$ cat src/rtl/vec_issue_queue.sv
// vec_issue_queue: small FIFO between the scalar core's vector-instruction
// outputs and the vector coprocessor. Entries hold {instruction, scalar
// operand}; non-vector opcodes are rejected at enqueue and flagged on `drop`.
//
// Handshake: a transfer happens on a clock edge where valid and ready are
// both high. Once out_valid is asserted it holds, together with its data,
// until out_ready accepts it. in_ready, count and busy come from the
// registered pointers only, so nothing combinational runs from in_valid or
// out_ready to them.
module vec_issue_queue #(
    parameter int DEPTH      = 4,
    parameter int WORD_WIDTH = 32
) (
    input  logic                       clk,
    input  logic                       rst,
    input  logic                       in_valid,
    input  logic [WORD_WIDTH-1:0]      in_instr,
    input  logic [WORD_WIDTH-1:0]      in_xdata,
    output logic                       in_ready,
    output logic                       out_valid,
    output logic [WORD_WIDTH-1:0]      out_instr,
    output logic [WORD_WIDTH-1:0]      out_xdata,
    input  logic                       out_ready,
    input  logic                       flush,
    output logic                       drop,
    output logic [$clog2(DEPTH):0]     count,
    output logic                       busy
);

    localparam int IW = $clog2(DEPTH);
    localparam int PW = IW + 1;
    localparam int EW = 2 * WORD_WIDTH;

    localparam logic [6:0] OPC_OP_V  = 7'b1010111;
    localparam logic [6:0] OPC_VLOAD = 7'b0000111;
    localparam logic [6:0] OPC_VSTOR = 7'b0100111;

    logic [EW-1:0] mem_q [DEPTH];
    logic [PW-1:0] wr_ptr_q, wr_ptr_d;
    logic [PW-1:0] rd_ptr_q, rd_ptr_d;
    logic          drop_q, drop_d;

    logic          empty;
    logic          full;
    logic          opc_ok;
    logic          push;
    logic          pop;
    logic [EW-1:0] head;

    // Occupancy flags: the extra pointer MSB tells full from empty when the
    // index bits coincide.
    always_comb begin
        empty = (wr_ptr_q == rd_ptr_q);
        full  = (wr_ptr_q[IW-1:0] == rd_ptr_q[IW-1:0]) &&
                (wr_ptr_q[PW-1] != rd_ptr_q[PW-1]);
    end

    // Opcode filter and transfer qualification.
    always_comb begin
        opc_ok = (in_instr[6:0] == OPC_OP_V) ||
                 (in_instr[6:0] == OPC_VLOAD) ||
                 (in_instr[6:0] == OPC_VSTOR);
        push   = in_valid && !full && opc_ok;
        pop    = !empty && out_ready;
    end

    // Next-state for pointers and the drop flag; flush overrides everything.
    always_comb begin
        wr_ptr_d = wr_ptr_q;
        rd_ptr_d = rd_ptr_q;
        drop_d   = in_valid && !full && !opc_ok;
        if (push) begin
            wr_ptr_d = wr_ptr_q + PW'(1);
        end
        if (pop) begin
            rd_ptr_d = rd_ptr_q + PW'(1);
        end
        if (flush) begin
            wr_ptr_d = '0;
            rd_ptr_d = '0;
            drop_d   = 1'b0;
        end
    end

    // Pointer and drop-flag registers with asynchronous reset.
    always_ff @(posedge clk or posedge rst) begin
        if (rst) begin
            wr_ptr_q <= '0;
            rd_ptr_q <= '0;
            drop_q   <= 1'b0;
        end else begin
            wr_ptr_q <= wr_ptr_d;
            rd_ptr_q <= rd_ptr_d;
            drop_q   <= drop_d;
        end
    end

    // Entry storage; contents survive flush and reset, only pointers matter.
    always_ff @(posedge clk) begin
        if (push && !flush) begin
            mem_q[wr_ptr_q[IW-1:0]] <= {in_instr, in_xdata};
        end
    end

    // First-word-fall-through head read, forced to zero while empty.
    always_comb begin
        head      = mem_q[rd_ptr_q[IW-1:0]];
        out_valid = !empty;
        out_instr = empty ? '0 : head[EW-1:WORD_WIDTH];
        out_xdata = empty ? '0 : head[WORD_WIDTH-1:0];
        in_ready  = !full;
        count     = wr_ptr_q - rd_ptr_q;
        busy      = !empty;
        drop      = drop_q;
    end

endmodule

$ cat config.mk
export PLATFORM = sky130hd
export DESIGN_NAME = vec_issue_queue
export DESIGN_NICKNAME = d
export VERILOG_FILES = /design/src/rtl/vec_issue_queue.sv
export SDC_FILE = /design/constraint.sdc
export NUM_CORES = 1
export LEC_CHECK = 0
export CAP_MARGIN = 10
export CORE_MARGIN = 2
export CORE_UTILIZATION = 55
export CTS_CLUSTER_DIAMETER = 200
export DETAILED_ROUTE_END_ITERATION = 8
export DONT_BUFFER_PORTS = 1
export GPL_TIMING_DRIVEN = 1
export PLACE_DENSITY_LB_ADDON = 0.1
export SYNTH_ARGS = -nofsm -noshare
export SYNTH_HDL_FRONTEND = slang
export SYNTH_SLANG_ARGS = --single-unit
$ cat constraint.sdc
create_clock -name clk -period 12.1 [get_ports clk]
set_input_delay 3.025 -clock clk [delete_from_list [all_inputs] [get_ports clk]]
set_output_delay 3.025 -clock clk [all_outputs]
set_load 0.03 [all_outputs]
==> summary.md, run 1 <==
| Metric | Value |
|---|---|
| Most frequent cell after synthesis | `edfxtp_1` |
| Hold Crit Depth | `2` |
| Clk_lat worst skew | `0.52 ns` |
| Initial Util | `56.4%` |
| Pwr dens | `158 mW/mm^2` |
| Initial antenna violation count | `0` |
| Measured slew at the worst slew-check pin | `1.03 ns` |
| Yosys warns | `0` |
| DR vias | `4288` |
| Tmin final | `6.09 ns` |
| Critical Path End Type | `primary output` |
| Full die area | `0.0197 mm^2` |
| Max FO, Critical Path | `64` |
| Global-route wire length before repair | `26.6 mm` |
| Slew headroom | `31.5%` |
| Total Negative Setup Slacks | `0 ns` |
| Final Wtd Congestion | `0.674` |
| Hold Path End | `wr_ptr_q[2]` |
| Synth top cells by count | `256 x edfxtp_1, 64 x mux4_2, 64 x nor2b_1` |
| R2R Path Start | `rd_ptr_q[0]` |
| # Post-CTS Setup Buffers | `0` |
| Sequential area share after synthesis | `77.0%` |
| Outcome | `completed` |
| Die Wd | `140 um` |
| Hold WC Path Type | `reg2reg` |
| Num ports | `140` |
| Critical Path RT | `9.07 ns` |
| Worst r2r dst | `mem_q[1][20]` |
| Hold Vio Cnt, Final | `0` |
| Clock tree buffer depth | `3` |
| TritonRoute pass-1 iters | `4` |
| Ys async rst share | `2.66%` |
| Final period util | `50.4%` |
| Worst EP arrival | `3.07 ns` |
| Post-Syn Area per Cell | `21.9 um^2` |
| WS Path Type | `reg2out` |
| DRC violations left | `0` |
| VDD IR-drop max | `0.119 mV` |
| R2r setup slk | `8.87 ns` |
| Yosys top cell area share | `75.3%` |
| Leak | `3.43 nW` |
| Reg clk slew, reported paths | `0.06 ns` |
| Max frequency | `164 MHz` |
| Synthesized instance count | `465` |
| Max Cap Viol | `0` |
| Vias per cell | `5.92` |
| Nets@finish | `552` |
| Ys flop type | `edfxtp_1` |
| Core Area | `0.0181 mm^2` |
| GR Layer Usage met3 | `5.95%` |
| Worst setup SP type | `flip-flop` |
| Detailed placer's ending HPWL | `9.43 mm` |
| CTS HTree Levels | `1` |
| Routed WL | `17.4 mm` |
| Global route overflow | `0` |
| Area grow syn2layout | `10.2%` |
| Clk sinks | `263` |
| Mapped Nets | `542` |
| Rows | `49` |
| Starting DRT DRC Count | `240` |
| Finish-stage setup viols | `0` |
| Skew final | `0.0118 ns` |
| Post-synthesis sequential element count | `263` |
| Synth Cell Area | `0.0102 mm^2` |
| Routed wire per std cell | `24.1 um` |
| Antenna violation net count after detailed routing | `0` |
| Number of global-route vias before repair | `4692` |
| Cts repair resizes | `0` |
| Num CTS Buffers | `26` |
| Number of distinct library cells after synthesis | `32` |
| Total Routing Usage GR | `18.1%` |
| CTS tree | `yes` |
| Met1 Usage GRT | `22.1%` |
| Post-synth EDFFs | `256` |
| Synth top area cells | `edfxtp_1 75%, mux4_2 14%, nor2b_1 3.9%` |
| Die height | `140 um` |
| Reg2Reg Depth | `5` |
| Hold slack | `0.617 ns` |
| Pins over their slew limit | `0` |
| # diodes | `0` |
| Buffers on Ports | `0` |
| Root Driver | `clkbuf_16` |
| Met2 GRT Util | `31.2%` |
| Layout cells sized above 1 | `22.6%` |
| Most used routing layer | `met2` |
| Hold-fix buffers, CTS | `0` |
| Worst Min Path Start | `wr_ptr_q[2]` |
| Synth area leader | `edfxtp_1` |
| RSZ-0062 raised after global routing | `false` |
| Largest net degree at the start of global routing | `68` |
[cell type report]
| type | instances | area [um^2] |
|---|---|---|
| fillers | 1237 | 6840 |
| clock buffers | 41 | 758 |
| flip-flops and latches | 263 | 7870 |
| inverters | 8 | 30.0 |
| well taps | 229 | 287 |
| clock inverters | 7 | 61.3 |
| multi-input cells | 171 | 2210 |
| repair buffers | 5 | 37.5 |
[metrics by stage]
step	std cells	total power [mW]	cell area (um^2)	setup WS (ns)	utilization [%]
after global routing	724	1.83	11200	5.72	62.2
after floorplan	465	1.04	10200	2.02	-
after detailed placement	676	1.04	10400	6.44	57.7
after global placement	676	1.04	10400	6.43	57.7
after CTS	724	1.80	11200	5.89	62.2
final	724	1.78	11200	6.01	62.2
[worst max path at each step]
stage	startpoint	endpoint	cells after the start
after floorplan	in_instr[3]	mem_q[3][0]	3
after global placement	rd_ptr_q[0]	out_xdata[1]	3
after detailed placement	rd_ptr_q[0]	out_valid	5
after CTS	rd_ptr_q[0]	out_valid	5
after global routing	rd_ptr_q[0]	out_xdata[1]	3
final	rd_ptr_q[0]	out_valid	5
[routing by layer]
layer  part of all wire (%)  vias to the layer above  routed length, um
met2                     51                      140               8910
met4                    1.9                        0                330
li1                       -                     1882                  -
met1                     38                     2243               6620
met3                    9.1                       23               1580
met5                      0                        -                  0
[where the power goes]
group	leakage (nW)	total [mW]	internal, mW	switching [mW]
combinational	0.648	0.0221	0.00713	0.0150
sequential	2.39	1.00	1.00	0.00187
clock	0.392	0.754	0.450	0.304
[critical path, cell delays in order (launching register included)]
cell	delay, ns
dfrtp_4	0.73
ha_1	0.43
nand2_1	0.15
nor2_4	0.12
buf_4	0.59
inv_1	0.49
[cell usage in the layout, fill, tap and decap left out, drive strengths merged, types with 3 or more instances in the layout]
master and count:
nor2 8, edfxtp 256, dfrtp 7, buf 5, clkinv 5, clkbuf 41
mux4 64, inv 8, o21ai 3, nor2b 64, and2 3, xor2 3
ha 7
[state kept, by name, indices dropped and copies added (netlist names)]
register,flops
drop,1
wr_ptr_q,3
rd_ptr_q,3
mem_q,256
[cell families after synthesis]
| logic type | after synthesis | synth area share [%] |
|---|---|---|
| muxes | 67 | 14.4 |
| DFF | 263 | 77.0 |
| and+or+nand+nor | 85 | 5.05 |
| AOI/OAI and AO/OA | 6 | 0.380 |
| xor gates and xnor gates | 5 | 0.503 |
| buffers and inverters | 31 | 1.54 |
| adders and majority gates | 8 | 1.05 |
(Power assumes the default switching activity.)
==> run 2: changes to the inputs <==
- clock period: 12.1 -> 5.3 ns (I/O delays scaled with it)
==> run 2 against run 1 <==
Sequential share of layout area down 0.12 points. Critical path type unchanged. Critical endpoint is now out_xdata[25]. Highest routed layer unchanged. Combinational power up 130%. Cell count down 0.41%. Via count up 1.3%.
==> summary.md, run 2 (same netlist as run 1, synthesis figures left out) <==
| Metric | Value |
|---|---|
| Slew headroom | `31.4% (-0.17 points)` |
| Filler cells | `1221 (-1.3%)` |
| Area grow syn2layout | `10.4%` |
| Most frequent cells in the layout | `256 x edfxtp_1, 64 x mux4_2, 64 x nor2b_1, 27 x clkbuf_16, 8 x inv_1` |
| Num ports | `140 (unchanged)` |
| Leak | `3.45 nW (+0.58%)` |
| Hold Vio Cnt, Final | `0 (unchanged)` |
| VDD IR-drop max | `0.316 mV (+170%)` |
| Reg clk slew, reported paths | `0.06 ns (about the same)` |
| Global route overflow | `0 (unchanged)` |
| Pwr dens | `365 mW/mm^2 (+130%)` |
| Num CTS Buffers | `27 (+3.8%)` |
| Total Negative Setup Slacks | `0 ns (unchanged)` |
| RSZ-0062 raised after global routing | `false` |
| Die height | `140 um (unchanged)` |
| Routed WL | `17.3 mm (-0.99%)` |
| Global-route wire length before repair | `26.9 mm (+1.2%)` |
| Vias per cell | `6.03 (+1.8%)` |
| Antenna violation net count after detailed routing | `0 (unchanged)` |
| Skew final | `0.0103 ns (-0.00160 ns)` |
| Nets@finish | `554 (+0.36%)` |
| Full die area | `0.0197 mm^2 (unchanged)` |
| Max FO, Critical Path | `38 (-41%)` |
| # Post-CTS Setup Buffers | `0 (unchanged)` |
| Final core occ | `62.3% (+0.12 points)` |
| WS Path Type | `reg2out` |
| Measured slew at the worst slew-check pin | `1.03 ns (+0.00251 ns)` |
| Worst EP arrival | `3.13 ns (+0.06 ns)` |
| Final period util | `84.1%` |
| Detailed placer's ending HPWL | `9.61 mm (+1.9%)` |
| Clock tree buffer depth | `3 (unchanged)` |
| Setup WS pre-CTS | `1.27 ns (-5.16 ns)` |
| Setup ws final | `0.843 ns (-5.16 ns)` |
| Largest net degree at the start of global routing | `68 (unchanged)` |
| Hold-fix buffers, CTS | `0 (unchanged)` |
| Root Driver | `clkbuf_16` |
| Critical Path RT | `3.97 ns (-5.10 ns)` |
| Final Wtd Congestion | `0.696 (+3.2%)` |
| Core Area | `0.0181 mm^2 (unchanged)` |
| Max Cap Viol | `0 (unchanged)` |
| Rows | `49 (unchanged)` |
| Finish-stage setup viols | `0 (unchanged)` |
| Tmin final | `4.46 ns` |
| Initial antenna violation count | `0 (unchanged)` |
| Routed wire per std cell | `23.9 um (-0.58%)` |
| Clk sinks | `263 (unchanged)` |
| Number of global-route vias before repair | `4703 (+0.23%)` |
| Buffers on Ports | `0 (unchanged)` |
| Cts repair resizes | `0 (unchanged)` |
| Layout cells sized above 1 | `23.2% (+0.54 points)` |
| # diodes | `0 (unchanged)` |
| Hold WC Path Type | `in2async` |
| Most common cell after layout, fill and taps aside | `edfxtp_1` |
| Starting DRT DRC Count | `297 (+24%)` |
| DRC violations left | `0 (unchanged)` |
| CTS tree | `yes` |
| TritonRoute pass-1 iters | `4 (unchanged)` |
| Critical Path End Type | `primary output` |
| Pins over their slew limit | `0 (unchanged)` |
| CTS HTree Levels | `1 (unchanged)` |
| Max frequency | `224 MHz` |
| Initial Util | `56.4% (unchanged)` |
| Total Routing Usage GR | `18.2% (+0.059 points)` |
| Reg2Reg Depth | `5 (unchanged)` |
| Outcome | `completed` |
| Max reg flops | `256 (unchanged)` |
| Hold slack | `0.621 ns (+0.00375 ns)` |
| Clk_lat worst skew | `0.52 ns (about the same)` |
| DR vias | `4345 (+1.3%)` |
| Die Wd | `140 um (unchanged)` |
| Worst setup SP type | `flip-flop` |
run 2: critical path: stages (launching register included):
cell     delay, ns
dfrtp_4       0.74
ha_1          0.45
nand2_1       0.15
nor2_4        0.58
buf_4         0.42
nor2b_1       0.23
run 2: cell type report:
| class | count | area, um^2 | share of cell area (%) |
|---|---|---|---|
| clock buffers | 34 | 702 | 6.23 |
| clock inverters | 10 | 121 | 1.08 |
| repair buffers | 6 | 45.0 | 0.400 |
| multi-input cells | 171 | 2220 | 19.7 |
| inverters | 8 | 30.0 | 0.266 |
| well taps | 229 | 287 | 2.54 |
| flip-flops and latches | 263 | 7870 | 69.8 |
run 2: worst paths after layout:
kind	startpoint	end	slack, ns
max	rd_ptr_q[0]	out_xdata[25]	0.84
max in group asynchronous	rst	rd_ptr_q[1]	4.43
min	rst	rd_ptr_q[2]	0.62
max reg2reg	rd_ptr_q[0]	mem_q[2][21]	1.99
min reg2reg	wr_ptr_q[2]	wr_ptr_q[2]	0.62
min in group clk	wr_ptr_q[2]	wr_ptr_q[2]	0.62
run 2: through the flow:
| stage | std cells | cell area (um^2) | total power [mW] |
|---|---|---|---|
| floorplan | 465 | 10200 | 2.38 |
| global route | 721 | 11300 | 4.23 |
| CTS | 721 | 11300 | 4.16 |
| global placement | 677 | 10400 | 2.38 |
| finish | 721 | 11300 | 4.11 |
| detailed placement | 677 | 10400 | 2.38 |
run 2: metal layers:
| metal | part of all wire, % | vias up | GRT usage, % |
|---|---|---|---|
| met3 | 8.5 | 35 | 6.67 |
| met5 | 0 | - | 0 |
| met1 | 39 | 2297 | 22.6 |
| met2 | 50 | 123 | 30.5 |
| li1 | - | 1890 | - |
| met4 | 2.4 | 0 | 5.00 |
run 2: power by group:
part | switching [mW] | internal [mW] | leakage (nW) | total, mW
Sequential | 0.00449 | 2.28 | 2.39 | 2.29
Combinational | 0.0337 | 0.0166 | 0.656 | 0.0503
Clock | 0.706 | 1.07 | 0.404 | 1.78
Total | 0.744 | 3.37 | 3.45 | 4.11
==> run 3: changes to the inputs <==
- clock period: 5.3 -> 3.96 ns (I/O delays scaled with it)
==> run 3 against run 2 <==
Register-to-register slack got worse by 0.98 ns. Clock-buffer cell count shrank 1. Core utilization increased by 0.81 points. Clock skew decreased by 0.0029 ns. Critical path depth stayed put. Sequential share of layout area decreased by 0.90 points. Non-clock buffer count rose by 11. Clock power up 34%. Sequential cell count stayed put. Cell count increased by 2.1%. Final area grew 1.3%. Sequential power is 34% higher. Critical path type unchanged. Critical endpoint is now out_xdata[14]. Largest cell class unchanged. Largest power group unchanged.
==> summary.md, run 3 (same netlist as run 1, synthesis figures left out) <==
| Metric | Value |
|---|---|
| Outcome | `completed` |
| Number of instances in the placed design | `685 (+1.2%)` |
| Hold slack | `0.304 ns (-0.317 ns)` |
| Leak | `3.53 nW (+2.1%)` |
| # diodes | `0 (unchanged)` |
| Critical Path RT | `2.97 ns (-1.00 ns)` |
| Reg clk slew, reported paths | `0.06 ns (about the same)` |
| Setup WS pre-CTS | `0.395 ns (-0.878 ns)` |
| Fin cells | `736 (+2.1%)` |
| Number of global-route vias before repair | `4709 (+0.13%)` |
| Global route overflow | `0 (unchanged)` |
| Initial antenna violation count | `0 (unchanged)` |
| Most common cell after layout, fill and taps aside | `edfxtp_1` |
| Layout cells sized above 1 | `25.0% (+1.9 points)` |
| Full die area | `0.0197 mm^2 (unchanged)` |
| Worst EP arrival | `2.66 ns (-0.47 ns)` |
| Max reg flops | `256 (unchanged)` |
| DRC violations left | `0 (unchanged)` |
| VDD IR-drop max | `0.346 mV (+9.5%)` |
| Cell Area, Placed | `0.0105 mm^2 (+0.93%)` |
| Largest net degree at the start of global routing | `68 (unchanged)` |
| Final core occ | `63.1% (+0.81 points)` |
| Setup ws final | `0.306 ns (-0.537 ns)` |
| Vias per cell | `5.88 (-2.4%)` |
| Area grow syn2layout | `11.9%` |
| Num ports | `140 (unchanged)` |
| Starting DRT DRC Count | `174 (-41%)` |
| Finish-stage setup viols | `0 (unchanged)` |
| TritonRoute pass-1 iters | `4 (unchanged)` |
| Max frequency | `274 MHz` |
| Global-route wire length before repair | `26.4 mm (-1.9%)` |
| CTS HTree Levels | `1 (unchanged)` |
| Final Wtd Congestion | `0.734 (+5.4%)` |
| Num CTS Buffers | `26 (-3.7%)` |
| Root Driver | `clkbuf_16` |
| Core Area | `0.0181 mm^2 (unchanged)` |
| Filler cells | `1229 (+0.66%)` |
| Rows | `49 (unchanged)` |
| WS Path Type | `reg2out` |
| CTS tree | `yes` |
| Buffers on Ports | `0 (unchanged)` |
| Hold Vio Cnt, Final | `0 (unchanged)` |
| Worst setup SP type | `flip-flop` |
| Routed WL | `17.4 mm (+0.95%)` |
| Measured slew at the worst slew-check pin | `1.01 ns (-0.0182 ns)` |
| Total Negative Setup Slacks | `0 ns (unchanged)` |
| Skew final | `0.00734 ns (-0.00291 ns)` |
| Tmin final | `3.65 ns` |
| Critical Path End Type | `primary output` |
| DR vias | `4331 (-0.32%)` |
| Antenna violation net count after detailed routing | `0 (unchanged)` |
| Pins over their slew limit | `0 (unchanged)` |
| Final Cell Area | `0.0114 mm^2 (+1.3%)` |
| Total Routing Usage GR | `17.9% (-0.28 points)` |
| Pwr dens | `483 mW/mm^2 (+32%)` |
| Most frequent cells in the layout | `256 x edfxtp_1, 64 x mux4_2, 64 x nor2b_1, 27 x clkbuf_16, 14 x buf_4` |
| Nets@finish | `565 (+2.0%)` |
| Clock tree buffer depth | `3 (unchanged)` |
| Clk_lat worst skew | `0.51 ns (about the same)` |
| RSZ-0062 raised after global routing | `false` |
| Slew headroom | `32.6% (+1.2 points)` |
| Max FO, Critical Path | `28 (-26%)` |
| Routed wire per std cell | `23.7 um (-1.1%)` |
| Die Wd | `140 um (unchanged)` |
| Max Cap Viol | `0 (unchanged)` |
| Total Power | `5.52 mW (+34%)` |
| Clk sinks | `263 (unchanged)` |
| Initial Util | `56.4% (unchanged)` |
| Hold WC Path Type | `in2async` |
| Die height | `140 um (unchanged)` |
| Detailed placer's ending HPWL | `10.1 mm (+5.2%)` |
| Final period util | `92.3%` |
run 3: cell count changes in the layout (fill, tap and decap cells not counted), sizes merged:
cell	before	now
buf	6	17
clkbuf	34	33
clkinv	7	10
clkinvlp	0	1
nor2	8	9
run 3: area by class of cell:
class,count,area (um^2),area share [%]
clock inverters,14,140,1.23
repair buffers,17,165,1.45
inverters,8,30.0,0.263
multi-input cells,172,2230,19.5
clock buffers,33,698,6.12
well taps,229,287,2.51
flip-flops and latches,263,7870,68.9
run 3: power by group:
group          total (mW)  internal, mW  switching (mW)  leakage, nW
registers            3.06          3.06         0.00312         2.39
logic              0.0736        0.0241          0.0495        0.726
clock network        2.38          1.43           0.948        0.407
total                5.52          4.51            1.00         3.53
run 3: repair_timing:
action | CTS | global route
buffers inserted | 0 | 3
hold buffers | 0 | 0
hold endpoints to repair | 0 | 0
endpoints found under the setup margin | 28 | 48
gates cloned | 1 | 0
pin swaps | 1 | 1
resized for setup | 0 | 1
run 3: final timing paths:
check	from	to	slack (ns)	cells past startpoint
worst max register to register	rd_ptr_q[0]	mem_q[0][48]	1.01	6
worst max-delay path	rd_ptr_q[0]	out_xdata[14]	0.31	5
worst min register to register	wr_ptr_q[1]	wr_ptr_q[1]	0.63	2
min in group clk	flush	rd_ptr_q[0]	0.53	1
max in group asynchronous	rst	rd_ptr_q[1]	3.40	1
worst min-delay path	rst	rd_ptr_q[0]	0.30	1
run 3: worst max-delay path, cell delays in order (launching register included):
cell,delay [ns]
dfrtp_4,0.57
ha_1,0.34
nand2_1,0.28
nor2_4,0.13
buf_4,0.28
nor2b_1,0.52
run 3: layer usage:
metal	GRT usage, %	vias up	routed length, um
met5	0	-	0
met3	6.36	29	1450
li1	-	1911	-
met1	20.6	2261	6620
met2	31.6	130	8930
met4	5.64	0	427
